===== src/rtl/rotabit_pkg.sv =====
// Shared types and the one-hot classifier for the rotating-bit monitor.
package rotabit_pkg;

  localparam int LED_N = 10;

  typedef enum logic [1:0] {
    IDLE  = 2'd0,
    TRACK = 2'd1,
    FAULT = 2'd2
  } mon_state_t;

  typedef enum logic [1:0] {
    ERR_NONE  = 2'b00,
    ERR_MULTI = 2'b01,
    ERR_STEP  = 2'b10,
    ERR_ZERO  = 2'b11
  } err_code_t;

  typedef enum logic [1:0] {
    CLS_ZERO  = 2'd0,
    CLS_ONE   = 2'd1,
    CLS_MULTI = 2'd2
  } oh_class_t;

  typedef struct packed {
    logic [3:0] idx;
    oh_class_t  cls;
  } onehot_t;

  // Narrower buses are zero-extended by the caller; the lowest set bit wins.
  function automatic onehot_t onehot_idx(input logic [15:0] v);
    onehot_t    r;
    logic [4:0] cnt;
    r.idx = 4'd0;
    r.cls = CLS_ZERO;
    cnt   = 5'd0;
    for (int i = 15; i >= 0; i--) begin
      if (v[i]) begin
        r.idx = 4'(i);
        cnt   = cnt + 5'd1;
      end
    end
    if (cnt == 5'd0)      r.cls = CLS_ZERO;
    else if (cnt == 5'd1) r.cls = CLS_ONE;
    else                  r.cls = CLS_MULTI;
    return r;
  endfunction

endpackage


===== src/rtl/rotabit_monitor_sync.sv =====
// Two-flop synchronizer, W bits wide, synchronous active-high clear.
// Latency 2 cycles; no flow control.
module sync2 #(
  parameter int W = 1
) (
  input  logic         clk,
  input  logic         rst,
  input  logic [W-1:0] d,
  output logic [W-1:0] q
);

  logic [W-1:0] meta;

  always_ff @(posedge clk) begin
    if (rst) begin
      meta <= '0;
      q    <= '0;
    end else begin
      meta <= d;
      q    <= meta;
    end
  end

endmodule


===== src/rtl/rotabit_monitor.sv =====
// Checks a rotating one-hot LED pattern on each step edge, counts rotations, flags errors/stall.
// Latency 3 cycles from step_in pin to registered outputs; observe-only, no backpressure.
module rotabit_monitor
  import rotabit_pkg::*;
#(
  parameter int N            = LED_N,
  parameter int STALL_CYCLES = 50000000,
  parameter int WRAP_W       = 16
) (
  input  logic              CLOCK_50,
  input  logic              rst,
  input  logic [N-1:0]      led_in,
  input  logic              step_in,
  output logic [3:0]        pos,
  output logic              pos_valid,
  output logic [WRAP_W-1:0] wrap_count,
  output logic              err,
  output logic [1:0]        err_code,
  output logic              stall
);

  localparam logic [3:0]  LAST_POS  = 4'(N - 1);
  localparam logic [31:0] STALL_MAX = 32'(STALL_CYCLES);

  logic [N-1:0] led_s;
  logic         step_s;
  logic         step_d;
  logic         step_ev;
  onehot_t      oh;
  logic [3:0]   next_pos;
  logic [31:0]  stall_cnt;
  mon_state_t   state;

  sync2 #(.W(N)) u_led_sync (
    .clk (CLOCK_50),
    .rst (rst),
    .d   (led_in),
    .q   (led_s)
  );

  sync2 #(.W(1)) u_step_sync (
    .clk (CLOCK_50),
    .rst (rst),
    .d   (step_in),
    .q   (step_s)
  );

  // Equal synchronizer depth keeps led_s aligned with the step edge it belongs to.
  always_ff @(posedge CLOCK_50) begin
    if (rst) step_d <= 1'b0;
    else     step_d <= step_s;
  end

  assign step_ev  = step_s & ~step_d;
  assign oh       = onehot_idx(16'(led_s));
  assign next_pos = (pos == LAST_POS) ? 4'd0 : pos + 4'd1;

  always_ff @(posedge CLOCK_50) begin
    if (rst) begin
      state      <= IDLE;
      pos        <= 4'd0;
      pos_valid  <= 1'b0;
      wrap_count <= '0;
      err        <= 1'b0;
      err_code   <= ERR_NONE;
    end else begin
      case (state)
        IDLE: begin
          if (step_ev) begin
            case (oh.cls)
              CLS_ONE: begin
                pos       <= oh.idx;
                pos_valid <= 1'b1;
                state     <= TRACK;
              end
              CLS_MULTI: begin
                err      <= 1'b1;
                err_code <= ERR_MULTI;
                state    <= FAULT;
              end
              default: ;
            endcase
          end
        end
        TRACK: begin
          if (step_ev) begin
            case (oh.cls)
              CLS_ONE: begin
                if (oh.idx == next_pos) begin
                  pos <= oh.idx;
                  if (pos == LAST_POS && !(&wrap_count))
                    wrap_count <= wrap_count + 1'b1;
                end else begin
                  pos_valid <= 1'b0;
                  err       <= 1'b1;
                  err_code  <= ERR_STEP;
                  state     <= FAULT;
                end
              end
              CLS_MULTI: begin
                pos_valid <= 1'b0;
                err       <= 1'b1;
                err_code  <= ERR_MULTI;
                state     <= FAULT;
              end
              default: begin
                pos_valid <= 1'b0;
                err       <= 1'b1;
                err_code  <= ERR_ZERO;
                state     <= FAULT;
              end
            endcase
          end
        end
        default: begin
          // Locked until reset; the first cause stays latched.
          pos_valid <= 1'b0;
          err       <= 1'b1;
        end
      endcase
    end
  end

  // A step in the threshold cycle clears the counter, so the step wins.
  always_ff @(posedge CLOCK_50) begin
    if (rst)                         stall_cnt <= 32'd0;
    else if (step_ev)                stall_cnt <= 32'd0;
    else if (stall_cnt != STALL_MAX) stall_cnt <= stall_cnt + 32'd1;
  end

  assign stall = (stall_cnt == STALL_MAX);

endmodule


===== config.mk =====
export PLATFORM = sky130hd
export DESIGN_NAME = rotabit_monitor
export DESIGN_NICKNAME = d
export VERILOG_FILES = /design/src/rtl/rotabit_pkg.sv /design/src/rtl/rotabit_monitor_sync.sv /design/src/rtl/rotabit_monitor.sv
export SDC_FILE = /design/constraint.sdc
export NUM_CORES = 1
export LEC_CHECK = 0
export ABC_CLOCK_PERIOD_IN_PS = 7510
export CAP_MARGIN = 20
export CORE_ASPECT_RATIO = 1.5
export CORE_UTILIZATION = 45
export CTS_BUF_LIST = sky130_fd_sc_hd__clkbuf_8
export DETAILED_ROUTE_END_ITERATION = 10
export GPL_ROUTABILITY_DRIVEN = 0
export PLACE_DENSITY = 0.66
export SYNTH_ARGS = -nofsm -noshare
export SYNTH_HDL_FRONTEND = slang
export SYNTH_SLANG_ARGS = --single-unit

===== constraint.sdc =====
create_clock -name CLOCK_50 -period 7.51 [get_ports CLOCK_50]
set_input_delay 2.253 -clock CLOCK_50 [delete_from_list [all_inputs] [get_ports CLOCK_50]]
set_output_delay 2.253 -clock CLOCK_50 [all_outputs]
set_load 0.02 [all_outputs]

==> flow_metrics.tcl <==
set metrics [dict create \
    synth_nets 557 \
    num-fill-cells 933 \
    viasPerCell 5.63 \
    synth_top_cell_area_share_pct 35.9 \
    final.min_clock_period_ns 6.94 \
    ys_ff_latch 81 \
    hp-class "flop to flop" \
    setup_slack_ns 0.568 \
    hold_buffers 0 \
    regArea_um2 1620 \
    cts-resized-gates 0 \
    grt_pass1_vias 3649 \
    wirelength_um 9420 \
    finalSetupViolations 0 \
    relSlewSlack_pct 35.7 \
    critPathKind "flop to flop" \
    violations "design-rule violations" \
    synth_cells 531 \
    vias 3810 \
    worst_path_most_repeated_cell "ha_1" \
    setup_tns_ns 0 \
    maxCapViolCount 0 \
    cpPeakStageDelay_ns 0.52 \
    pwr-share-comb_pct 14.3 \
    clk_latency_ns 0.36 \
    clkPwrFrac_pct 37.4 \
    place_ws_ns 0.445 \
    p_sw_uw 243 \
    ys_warn_count 0 \
    syn2layout_area_growth_pct 14.4 \
    drc_errors 5 \
    synth.area.top_cells "dfxtp_1 36%, xor2_1 5.4%, nor2_1 4.7%" \
    numPortBuffers 37 \
    grt_overflow 0 \
    drive_gt1_share_pct 7.12 \
    finalCritPeriodShare_pct 92.4 \
    worst_pin_slew_ns 0.964 \
    end_kind "flop" \
    cts_buffer_depth 2 \
    leakagePower_uw 0.00189 \
    cts_buffers 9 \
    p_per_area_nw_per_um2 179 \
    antenna_cells 0 \
    pwr-share-seq_pct 48.4 \
    fin_nets 584 \
    ys_seq_area_share_pct 35.9 \
    synth.distinct_cells 60 \
    timing.critical_path.fanout_max 26 \
    grt_use_total_pct 19.1 \
    dpl.hpwl_um 6790 \
    fin_skew_ns 0.0122 \
    synth_flop_cell "dfxtp_1" \
    required_ns 7.80 \
    status "complete, but fails checks" \
    worst_path_max_delay_cell "or4_1" \
    antenna_found_initial 0 \
    cts.sinks 81 \
    die_w_um 83.8 \
    multiInputGateArea_um2 2730 \
    async_flop_share_pct 0 \
    start_util_pct 46.4 \
    arrival_ns 7.23 \
    switching_share_pct 26.2 \
    drt_iter0_markers 206 \
    dieArea_um2 10500 \
    clk_pin_slew_worst_paths_ns 0.09 \
    dp.cells 662 \
    ant_nets 0 \
    finalMaxSlewViolations 0 \
    h-tree-depth 3 \
    yosysTopAreaCell "dfxtp_1" \
    ioPinCount 38 \
    synthesis.area_um2 4520 \
    rows 44 \
    hold_viol 0 \
    wl_per_cell_um 13.9 \
    grt_max_degree 57 \
    die_h_um 125 \
    critPathLaunchType "flop" \
    max_freq_mhz 144 \
    hold_slack_ns 0.439 \
    first_pass_iters 8 \
    synth_edf_count 0 \
    internal_power_uw 682 \
    rsz0062_at_grt "false" \
    cts_setup_buffers 0 \
    coreArea_um2 9740 \
    peakVddDrop_uv 126 \
    avgSynthCellArea_um2 8.51 \
    cts_tree "yes" \
    cts_root_buf "clkbuf_8" \
    final_cell_count_no_fill 677 \
    grt_pass1_wl_um 16400 \
]
-- area by class of cell --
type                    instances  area share [%]
repair buffers                 38            7.60
inverters                      20            1.45
flip-flops and latches         81            31.4
clock buffers                   9            2.40
well taps                     115            2.78
multi-input cells             408            52.8
clock inverters                 6            1.62
-- cell families (layout without fill, tap and decap cells) --
family	after synthesis	count (layout)	share of synthesized area (%)
simple gates	240	240	29.3
compound gates	93	93	12.8
flops	81	81	35.9
xor+xnor	50	50	11.6
buf+inv	42	73	3.99
fa+ha+maj	13	13	3.60
mux	12	12	2.82
-- power by group through the flow --
stage / registers (µW) / logic (µW) / clock network (µW)
floorplan: 454 / 101 / 0
global placement: 457 / 125 / 0
detailed placement: 458 / 131 / 0
CTS: 447 / 132 / 353
global route: 449 / 148 / 370
finish: 447 / 132 / 345
-- cells in the mapped netlist (2+ instances only) --
cell	count
a211o_1	2
a211oi_1	5
a21boi_0	2
a21oi_1	33
a22oi_1	2
a31oi_1	3
and2_1	8
and3_1	11
and3b_1	2
and4_1	4
buf_2	6
buf_6	2
clkbuf_1	14
dfxtp_1	81
ha_1	13
inv_1	19
mux2_2	6
mux2i_1	6
nand2_1	31
nand2b_1	7
nand3_1	22
nand4_1	13
nor2_1	56
nor2b_1	31
nor3_1	9
nor4_1	4
nor4b_1	3
o21a_1	2
o21ai_0	22
o21ba_2	3
o31a_1	2
o31ai_1	8
or2_2	3
or3_1	12
or3b_1	2
or4_1	12
or4_4	2
xnor2_1	15
xnor2_2	2
xnor3_1	4
xor2_1	28
-- cell usage in the layout, fill, tap and decap left out, types with 15 or more instances in the layout --
master,netlist,final
xor2_1,28,28
xnor2_1,15,15
dfxtp_1,81,81
o21ai_0,22,22
nand3_1,22,22
inv_1,19,19
clkdlybuf4s50_1,0,36
a21oi_1,33,33
nand2_1,31,31
nor2b_1,31,31
nor2_1,56,56
-- path summary, 6_finish.rpt --
path,startpoint,end,slack [ns],depth (start not counted)
worst max-delay path,u_led_sync.q[8]$_SDFF_PP0_,wrap_count[9]$_SDFFE_PP0P_,0.57,28
worst min-delay path,u_led_sync.meta[8]$_SDFF_PP0_,u_led_sync.q[8]$_SDFF_PP0_,0.44,1
worst max register to register,u_led_sync.q[8]$_SDFF_PP0_,wrap_count[9]$_SDFFE_PP0P_,0.57,28
worst min register to register,u_led_sync.meta[8]$_SDFF_PP0_,u_led_sync.q[8]$_SDFF_PP0_,0.44,1
-- metrics by stage --
step	util, %	area (µm²)	total power (µW)
5_1_grt	53.1	5170	968
4_1_cts	52.9	5160	933
3_5_place_dp	50.8	4950	589
3_3_place_gp	50.5	4920	582
2_1_floorplan	-	4520	556
6_report	53.1	5170	925
-- per-layer routing --
layer	global-route usage, %	part of all wire, %	vias to the layer above	wire length, µm
met2	35.1	53	44	4990
met4	7.30	1.6	0	155
met3	4.17	2.6	13	246
li1	-	-	1928	-
met5	0	0	-	0
met1	21.1	43	1825	4030
-- registers in the layout (all words and copies together), names as in the netlist --
signal and cells:
u_step_sync.q 1, pos_valid 1, err 1, u_step_sync.meta 1, stall_cnt 32, u_led_sync.q 10, wrap_count 16, pos 4
state 2, step_d 1, u_led_sync.meta 10, err_code 2
-- worst max-delay path: cells and delay by family, from the launching register on --
| family | cells | cell delay, ns |
|---|---|---|
| compound gates | 6 | 1.52 |
| mux | 3 | 0.83 |
| xor+xnor | 1 | 0.15 |
| flops | 1 | 0.34 |
| buf+inv | 2 | 0.16 |
| simple gates | 8 | 1.63 |
| fa+ha+maj | 8 | 2.24 |
No activity file was read; power rests on OpenSTA's default activity.
